**src/rtl/ram_fifo_ctrl.sv**
```systemverilog
// FIFO controller for an external RAM with registered reads, plus a 3-entry output buffer.
// Latency: 3 edges push to out_valid when empty; backpressure via registered in_ready.
// Optional synchronous flush input when RAM_FIFO_CTRL_FLUSH_EN is defined.
module ram_fifo_ctrl #(
    parameter int WIDTH   = 8,
    parameter int ENTRIES = 16,
    localparam int AW     = $clog2(ENTRIES),
    localparam int CW     = $clog2(ENTRIES + 4)
) (
    input  logic             clk,
    input  logic             rst_n,
`ifdef RAM_FIFO_CTRL_FLUSH_EN
    input  logic             flush,
`endif
    input  logic [WIDTH-1:0] in_data,
    input  logic             in_valid,
    output logic             in_ready,
    output logic [WIDTH-1:0] out_data,
    output logic             out_valid,
    input  logic             out_ready,
    output logic [AW-1:0]    ram_waddr,
    output logic [WIDTH-1:0] ram_write_data,
    output logic             ram_write_enable,
    output logic [AW-1:0]    ram_raddr,
    input  logic [WIDTH-1:0] ram_read_data,
    output logic [CW-1:0]    count
);

    localparam logic [AW:0] FULL = (AW+1)'(ENTRIES);

    logic [AW-1:0]    wr_ptr;
    logic [AW-1:0]    rd_ptr;
    logic [AW:0]      ram_words;
    logic [AW:0]      ram_words_nxt;
    logic             rd_pending;
    logic [1:0]       buf_count;
    logic [1:0]       buf_count_nxt;
    logic [1:0]       wr_idx;
    logic [WIDTH-1:0] buf_q   [3];
    logic [WIDTH-1:0] buf_nxt [3];
    logic             in_ready_q;
    logic [CW-1:0]    count_q;
    logic [CW-1:0]    count_nxt;
    logic             flush_i;
    logic             push;
    logic             pop;
    logic             issue;

`ifdef RAM_FIFO_CTRL_FLUSH_EN
    assign flush_i = flush;
`else
    assign flush_i = 1'b0;
`endif

    // in_ready resets to 1, so the write strobe is also gated by reset itself.
    assign push  = in_valid && in_ready_q && rst_n && !flush_i;
    assign pop   = (buf_count != 2'd0) && out_ready;
    // Issue looks only at registered occupancy, never at out_ready.
    assign issue = (ram_words != '0) && (({1'b0, buf_count} + {2'b00, rd_pending}) < 3'd3);

    always_comb begin
        ram_words_nxt = ram_words;
        if (push && !issue) begin
            ram_words_nxt = ram_words + (AW+1)'(1);
        end else if (!push && issue) begin
            ram_words_nxt = ram_words - (AW+1)'(1);
        end
    end

    // Shift on pop first, then land the returning read at the new tail.
    always_comb begin
        buf_nxt = buf_q;
        if (pop) begin
            buf_nxt[0] = buf_q[1];
            buf_nxt[1] = buf_q[2];
        end
        wr_idx = buf_count - 2'(pop);
        for (int i = 0; i < 3; i++) begin
            if (rd_pending && (wr_idx == 2'(i))) begin
                buf_nxt[i] = ram_read_data;
            end
        end
        buf_count_nxt = buf_count - 2'(pop) + 2'(rd_pending);
    end

    assign count_nxt = count_q + CW'(push) - CW'(pop);

    always_ff @(posedge clk or negedge rst_n) begin
        if (!rst_n) begin
            wr_ptr     <= '0;
            rd_ptr     <= '0;
            ram_words  <= '0;
            rd_pending <= 1'b0;
            buf_count  <= 2'd0;
            in_ready_q <= 1'b1;
            count_q    <= '0;
            for (int i = 0; i < 3; i++) begin
                buf_q[i] <= '0;
            end
        end else if (flush_i) begin
            wr_ptr     <= '0;
            rd_ptr     <= '0;
            ram_words  <= '0;
            rd_pending <= 1'b0;
            buf_count  <= 2'd0;
            in_ready_q <= 1'b1;
            count_q    <= '0;
        end else begin
            if (push) begin
                wr_ptr <= wr_ptr + AW'(1);
            end
            if (issue) begin
                rd_ptr <= rd_ptr + AW'(1);
            end
            ram_words  <= ram_words_nxt;
            rd_pending <= issue;
            buf_count  <= buf_count_nxt;
            in_ready_q <= (ram_words_nxt < FULL);
            count_q    <= count_nxt;
            buf_q      <= buf_nxt;
        end
    end

    assign in_ready         = in_ready_q;
    assign out_data         = buf_q[0];
    assign out_valid        = (buf_count != 2'd0);
    assign ram_waddr        = wr_ptr;
    assign ram_write_data   = in_data;
    assign ram_write_enable = push;
    assign ram_raddr        = rd_ptr;
    assign count            = count_q;

endmodule

```
**config.mk**
```make
export PLATFORM = sky130hd
export DESIGN_NAME = ram_fifo_ctrl
export DESIGN_NICKNAME = d
export VERILOG_FILES = /design/src/rtl/ram_fifo_ctrl.sv
export SDC_FILE = /design/constraint.sdc
export NUM_CORES = 1
export LEC_CHECK = 0
export ABC_CLOCK_PERIOD_IN_PS = 6600
export CORE_ASPECT_RATIO = 1.75
export CORE_UTILIZATION = 50
export CTS_BUF_LIST = sky130_fd_sc_hd__clkbuf_4 sky130_fd_sc_hd__clkbuf_8
export DETAILED_ROUTE_END_ITERATION = 12
export HOLD_SLACK_MARGIN = 0.08
export PLACE_DENSITY = 0.79
export SYNTH_ARGS = -nofsm -noshare
export SYNTH_HDL_FRONTEND = slang
export SYNTH_SLANG_ARGS = --single-unit
```
**constraint.sdc**
```tcl
create_clock -name clk -period 6.6 [get_ports clk]
set_input_delay 1.32 -clock clk [delete_from_list [all_inputs] [get_ports clk]]
set_output_delay 1.32 -clock clk [all_outputs]
set_load 0.02 [all_outputs]
```
==> flow_summary.json <==
{
  "wl_per_cell_um": 13.6,
  "run_status": "finished, final reports clean",
  "dr.pass1.iters": 4,
  "worstPathArrival_ns": 2.98,
  "post-place-ws_ns": 2.23,
  "irDropWorstVdd_v": 0.000354,
  "gp_congestion": 0.767,
  "hold_buffers": 0,
  "critical_path.max_fanout": 47,
  "ff2ff_path_depth": 12,
  "synthDistinctLibCells": 39,
  "fin_setup_tns_ns": 0,
  "clockRootBuffer": "clkbuf_8",
  "grt_pass1_wl_mm": 6.62,
  "die_h_um": 93.4,
  "start_util": 0.532,
  "setup.worst_path.class": "input port to output pin",
  "synth_cells": 216,
  "place_hpwl_mm": 2.89,
  "nets": 273,
  "die_area_um2": 5070,
  "maxCapViolations": 0,
  "syn_nets": 252,
  "top_level_ports": 52,
  "finalPower_mw": 1.62,
  "first_iter_violations": 46,
  "htree_num_levels": 2,
  "drive_gt1_frac": 0.109,
  "first_global_vias": 1497,
  "dpl.cell_count": 281,
  "start_kind": "input port",
  "fin_area_um2": 2730,
  "min_delay_path_depth": 1,
  "setup_slack_ns": 2.30,
  "most-common-layout-cells": "dfrtp_1 (45), clkdlybuf4s50_1 (34), nand2_1 (25)",
  "cts_resized": 0,
  "gr-total-overflow": 0,
  "coreArea_um2": 4480,
  "hp-class": "register to register",
  "synth_warnings": 0,
  "chipWidth_um": 54.2,
  "fmax_ghz": 0.232,
  "hold_violations": 0,
  "maxSlewViolCount": 0,
  "synth.avg_cell_area_um2": 11.1,
  "final_util": 0.609,
  "place_area_um2": 2640,
  "endpoint_kind": "output pin",
  "synth_seq_cells": 46,
  "stdcell_count": 289,
  "area_delta_synth_final_pct": 14.5,
  "drcViolationCount": 0,
  "antennaDiodeCount": 0,
  "cts_tree": "done",
  "p_leak_nw": 1.27,
  "powerDensity_nw_per_um2": 594,
  "grt_max_degree": 48,
  "fin_skew_ns": 0.0110,
  "ys_seq_area_frac": 0.483,
  "min_period_over_period": 0.652,
  "clk_pin_slew_worst_paths_ns": 0.08,
  "setup_viol": 0,
  "final_common_cell": "dfrtp_1",
  "grt_usage": 0.181,
  "relSlewSlack": 0.614,
  "ant_nets": 0,
  "drt_wl_total_mm": 3.92,
  "period_minus_slack_ns": 4.30,
  "via_per_inst": 5.29,
  "portBuffers": 35,
  "rsz0062_at_grt": "false",
  "numCtsBuffers": 5,
  "antenna_found_initial": 0,
  "worstPathRequired_ns": 5.28,
  "synthesis.area_um2": 2390,
  "cts_setup_buffers": 0,
  "cts.path.max_buffers": 2,
  "worstSkewPairLatency_ns": 0.30,
  "tightestPinTransition_ns": 0.579,
  "rows": 32,
  "cts.sinks": 46,
  "route.vias.total": 1528,
  "holdWs_ns": 0.481
}
[cell families (layout without fill, tap and decap cells)]
| group | after synthesis | after routing | synth area share |
|---|---|---|---|
| compound gates | 35 | 35 | 0.0865 |
| mux | 24 | 24 | 0.105 |
| simple gates | 41 | 41 | 0.0886 |
| xor+xnor | 13 | 13 | 0.0508 |
| fa+ha+maj | 16 | 16 | 0.0870 |
| flops | 46 | 46 | 0.483 |
| buf+inv | 41 | 63 | 0.0996 |
[path summary, 6_finish.rpt]
check | from | to | slack (ns)
worst max-delay path | rst_n | ram_write_enable | 2.30
worst min-delay path | ram_raddr[3]$_DFFE_PN0P_ | ram_raddr[3]$_DFFE_PN0P_ | 0.48
worst max register to register | buf_count[1]$_DFF_PN0_ | count[4]$_DFF_PN0_ | 4.07
worst min register to register | ram_raddr[3]$_DFFE_PN0P_ | ram_raddr[3]$_DFFE_PN0P_ | 0.48
max in group asynchronous | rst_n | buf_q[5]$_DFFE_PN0P_ | 5.10
min in group asynchronous | rst_n | buf_q[8]$_DFFE_PN0P_ | 1.08
[worst max-delay path, cell delays in order]
cell	delay, ns
buf_2	0.07
buf_4	0.46
nand3_1	0.26
inv_1	0.22
clkdlybuf4s50_1	0.64
[synth_stat cells (all sizes together)]
cell type,n,area (um^2)
dfrtp,45,1130
nand2,26,114
buf,21,161
o21ai,21,116
inv,19,71.3
mux2i,16,160
ha,15,188
xnor2,13,121
mux2,8,90.1
a21oi,6,30.0
nand4,3,25.0
nor2,3,13.8
a21o,2,15.0
and3,2,12.5
nand3,2,10.0
a211oi,1,7.51
a221oi,1,8.76
a22oi,1,7.51
clkbuf,1,5.00
dfstp,1,26.3
fa,1,20.0
nand2b,1,6.26
nor2b,1,6.26
o211ai,1,7.51
o22ai,1,6.26
o31ai,1,7.51
or2,1,6.26
or3,1,6.26
or3b,1,11.3
[layout make-up]
| type | instances | area [um^2] |
|---|---|---|
| tap | 51 | 63.8 |
| clock inverter | 2 | 12.5 |
| multi-input combinational | 129 | 997 |
| fill | 378 | 1750 |
| timing repair buffer | 36 | 353 |
| inverter | 19 | 71.3 |
| sequential | 46 | 1150 |
| clock buffer | 6 | 82.6 |
[state kept, by name (all words and copies together) (netlist names)]
register,count
ram_raddr,4
in_ready,1
rd_pending,1
out_data,8
ram_words,5
ram_waddr,4
buf_count,2
count,5
buf_q,16
[layer usage]
layer | vias to the layer above | wire length, um | track usage
li1 | 746 | - | -
met1 | 728 | 1670 | 0.209
met2 | 44 | 1980 | 0.301
met3 | 10 | 147 | 0.0341
met4 | 0 | 128 | 0.0983
met5 | - | 0 | 0
[power by group]
part | internal, mW | leakage, nW | switching (mW) | total (mW)
registers | 0.441 | 0.552 | 0.108 | 0.549
logic | 0.425 | 0.674 | 0.471 | 0.895
clock network | 0.0842 | 0.0472 | 0.0936 | 0.178
total | 0.950 | 1.27 | 0.672 | 1.62
No activity file was read; power rests on OpenSTA's default activity.
==> edit, RTL diff (config.mk and constraints unchanged) <==
The option `RAM_FIFO_CTRL_FLUSH_EN` is turned on by a define.
--- a/src/rtl/ram_fifo_ctrl.sv
+++ b/src/rtl/ram_fifo_ctrl.sv
@@ -1,6 +1,8 @@
 // FIFO controller for an external RAM with registered reads, plus a 3-entry output buffer.
 // Latency: 3 edges push to out_valid when empty; backpressure via registered in_ready.
 // Optional synchronous flush input when RAM_FIFO_CTRL_FLUSH_EN is defined.
+`define RAM_FIFO_CTRL_FLUSH_EN
+
 module ram_fifo_ctrl #(
     parameter int WIDTH   = 8,
     parameter int ENTRIES = 16,
Ports: changed (added flush); port bits go from 52 to 53. No check against the original RTL was run, so the function may have changed too.
==> edit against the original RTL <==
  * Hold slack better by 0.0064 ns
  * Total power is 23% lower
  * Final area grew 8.5%
  * Via count up 6.9%
  * Synthesized area increased by 8.7%
  * Count of clock-buffer cells in the layout down 1
  * Clock power is 8% lower
  * Routed wire length grew 12%
  * Worst setup slack worse by 0.087 ns
  * Synthesized cell count is 2.3% higher
  * Register-to-register slack worse by 0.18 ns
  * Sequential cell count is the same
==> edit: results (changes against the original RTL) <==
* Area contributors post-synth: dfrtp_1 43%, mux2_1 9.5%, mux2_2 8.2%
* Routed wl met2 at 2300 µm (+16%)
* Post-Syn Area per Cell at 11.7 µm² (+6.2%)
* Vias at 1634 (+6.9%)
* Reg2reg path depth at 8 (-4)
* Peak VDD IR at 0.000219 V (-38%)
* Largest net degree at the start of global routing at 49 (+2.1%)
* Post-detail-place hpwl at 3150 µm (+9.1%)
* Adder-cell area share of the yosys netlist at 6.56% (-2.1 points)
* Number of global-route vias before repair at 1699 (+13%)
* Synth unique cells at 42 (+7.7%)
* Max-slew headroom at 60.3% (-1.1 points)
* Synth top cells by count: 45 x dfrtp_1, 22 x mux2_1, 19 x mux2_2, 17 x nor2_1, 16 x buf_4
* Number of nets in the layout at 279 (+2.2%)
* Syn nets at 255 (+1.2%)
* Final wirelength at 4380 µm (+12%)
* 1st-iter DRT viols at 23 (-50%)
* Synth Area in XOR/XNOR at 4.77% (-0.31 points)
* Seq/Total Area, Yosys at 44.4% (-3.9 points)
* Met3 wire length at 130 µm (-12%)
* RD Place Congestion at 0.780 (+1.8%)
* First-pass GRT wire length at 7770 µm (+17%)
* Status: finished, final reports clean
* Sw frac at 38.1% (-3.3 points)
* Worst Path Arrival at 3.07 ns (+0.09 ns)
* Share of cells above drive strength 1 at 16.7% (+5.8 points)
* Metal-1 WL at 1830 µm (+9.9%)
* Dpl ws at 2.17 ns (-0.0577 ns)
* Post-DR wirelength/cell at 14.6 µm (+7.8%)
* IO buf count at 36 (+2.9%)
* Mux contribution to synthesized area at 19.3% (+8.9 points)
* Placed Instances at 292 (+3.9%)
[edit: cell count changes after synthesis, sizes merged, moves of 3 or more]
cell,before,now
ha,15,12
mux2,8,41
buf,21,18
nand3,2,8
nor2b,1,6
mux2i,16,4
nand2,26,13
xnor2,13,4
inv,19,12
xor2,0,8
o21ai,21,2
nor2,3,17
[edit: path summary, 6_finish.rpt]
path / start / end
max: rst_n / ram_write_enable
min: buf_q[7] / buf_q[7]
max reg2reg: buf_count[1] / out_data[2]
min reg2reg: buf_q[7] / buf_q[7]
max in group asynchronous: rst_n / count[4]
min in group asynchronous: rst_n / out_data[3]
[edit: logic make-up after synthesis]
group                      count (synthesis)
and+or+nand+nor                           57
adders and majority gates                 13
buffers and inverters                     33
DFF                                       46
AOI/OAI and AO/OA                         15
muxes                                     45
xor gates and xnor gates                  12
[edit: power groups by stage]
stage	clock [µW]	sequential, µW	combinational [µW]
after floorplan	0	466	492
after global placement	0	458	617
after detailed placement	0	465	636
after CTS	167	459	640
after global routing	177	474	702
final	164	457	628
[edit: per-stage QoR]
stage               cell area (µm²)  hold WS, ns
floorplan                      2590        0.454
global placement               2890        0.463
detailed placement             2890        0.475
CTS                            2960        0.495
global route                   2960        0.517
finish                         2960        0.488
[edit: worst max-delay path, cell delays in order]
cell	delay [ns]
buf_2	0.07
buf_4	0.48
nand3_1	0.33
nor2_1	0.21
clkdlybuf4s50_1	0.63
[edit: metal layers]
metal	up-vias	GRT usage [%]
met5	-	0
met4	0	8.44
met3	9	2.93
met2	28	31.1
met1	812	21.1
li1	785	-
[edit: layout make-up]
| type | instances | share of cell area [%] |
|---|---|---|
| clock buffer | 5 | 2.32 |
| clock inverter | 2 | 0.338 |
| tap | 54 | 2.28 |
| multi-input combinational | 142 | 42.2 |
| inverter | 12 | 1.52 |
| timing repair buffer | 38 | 12.5 |
| sequential | 46 | 38.9 |
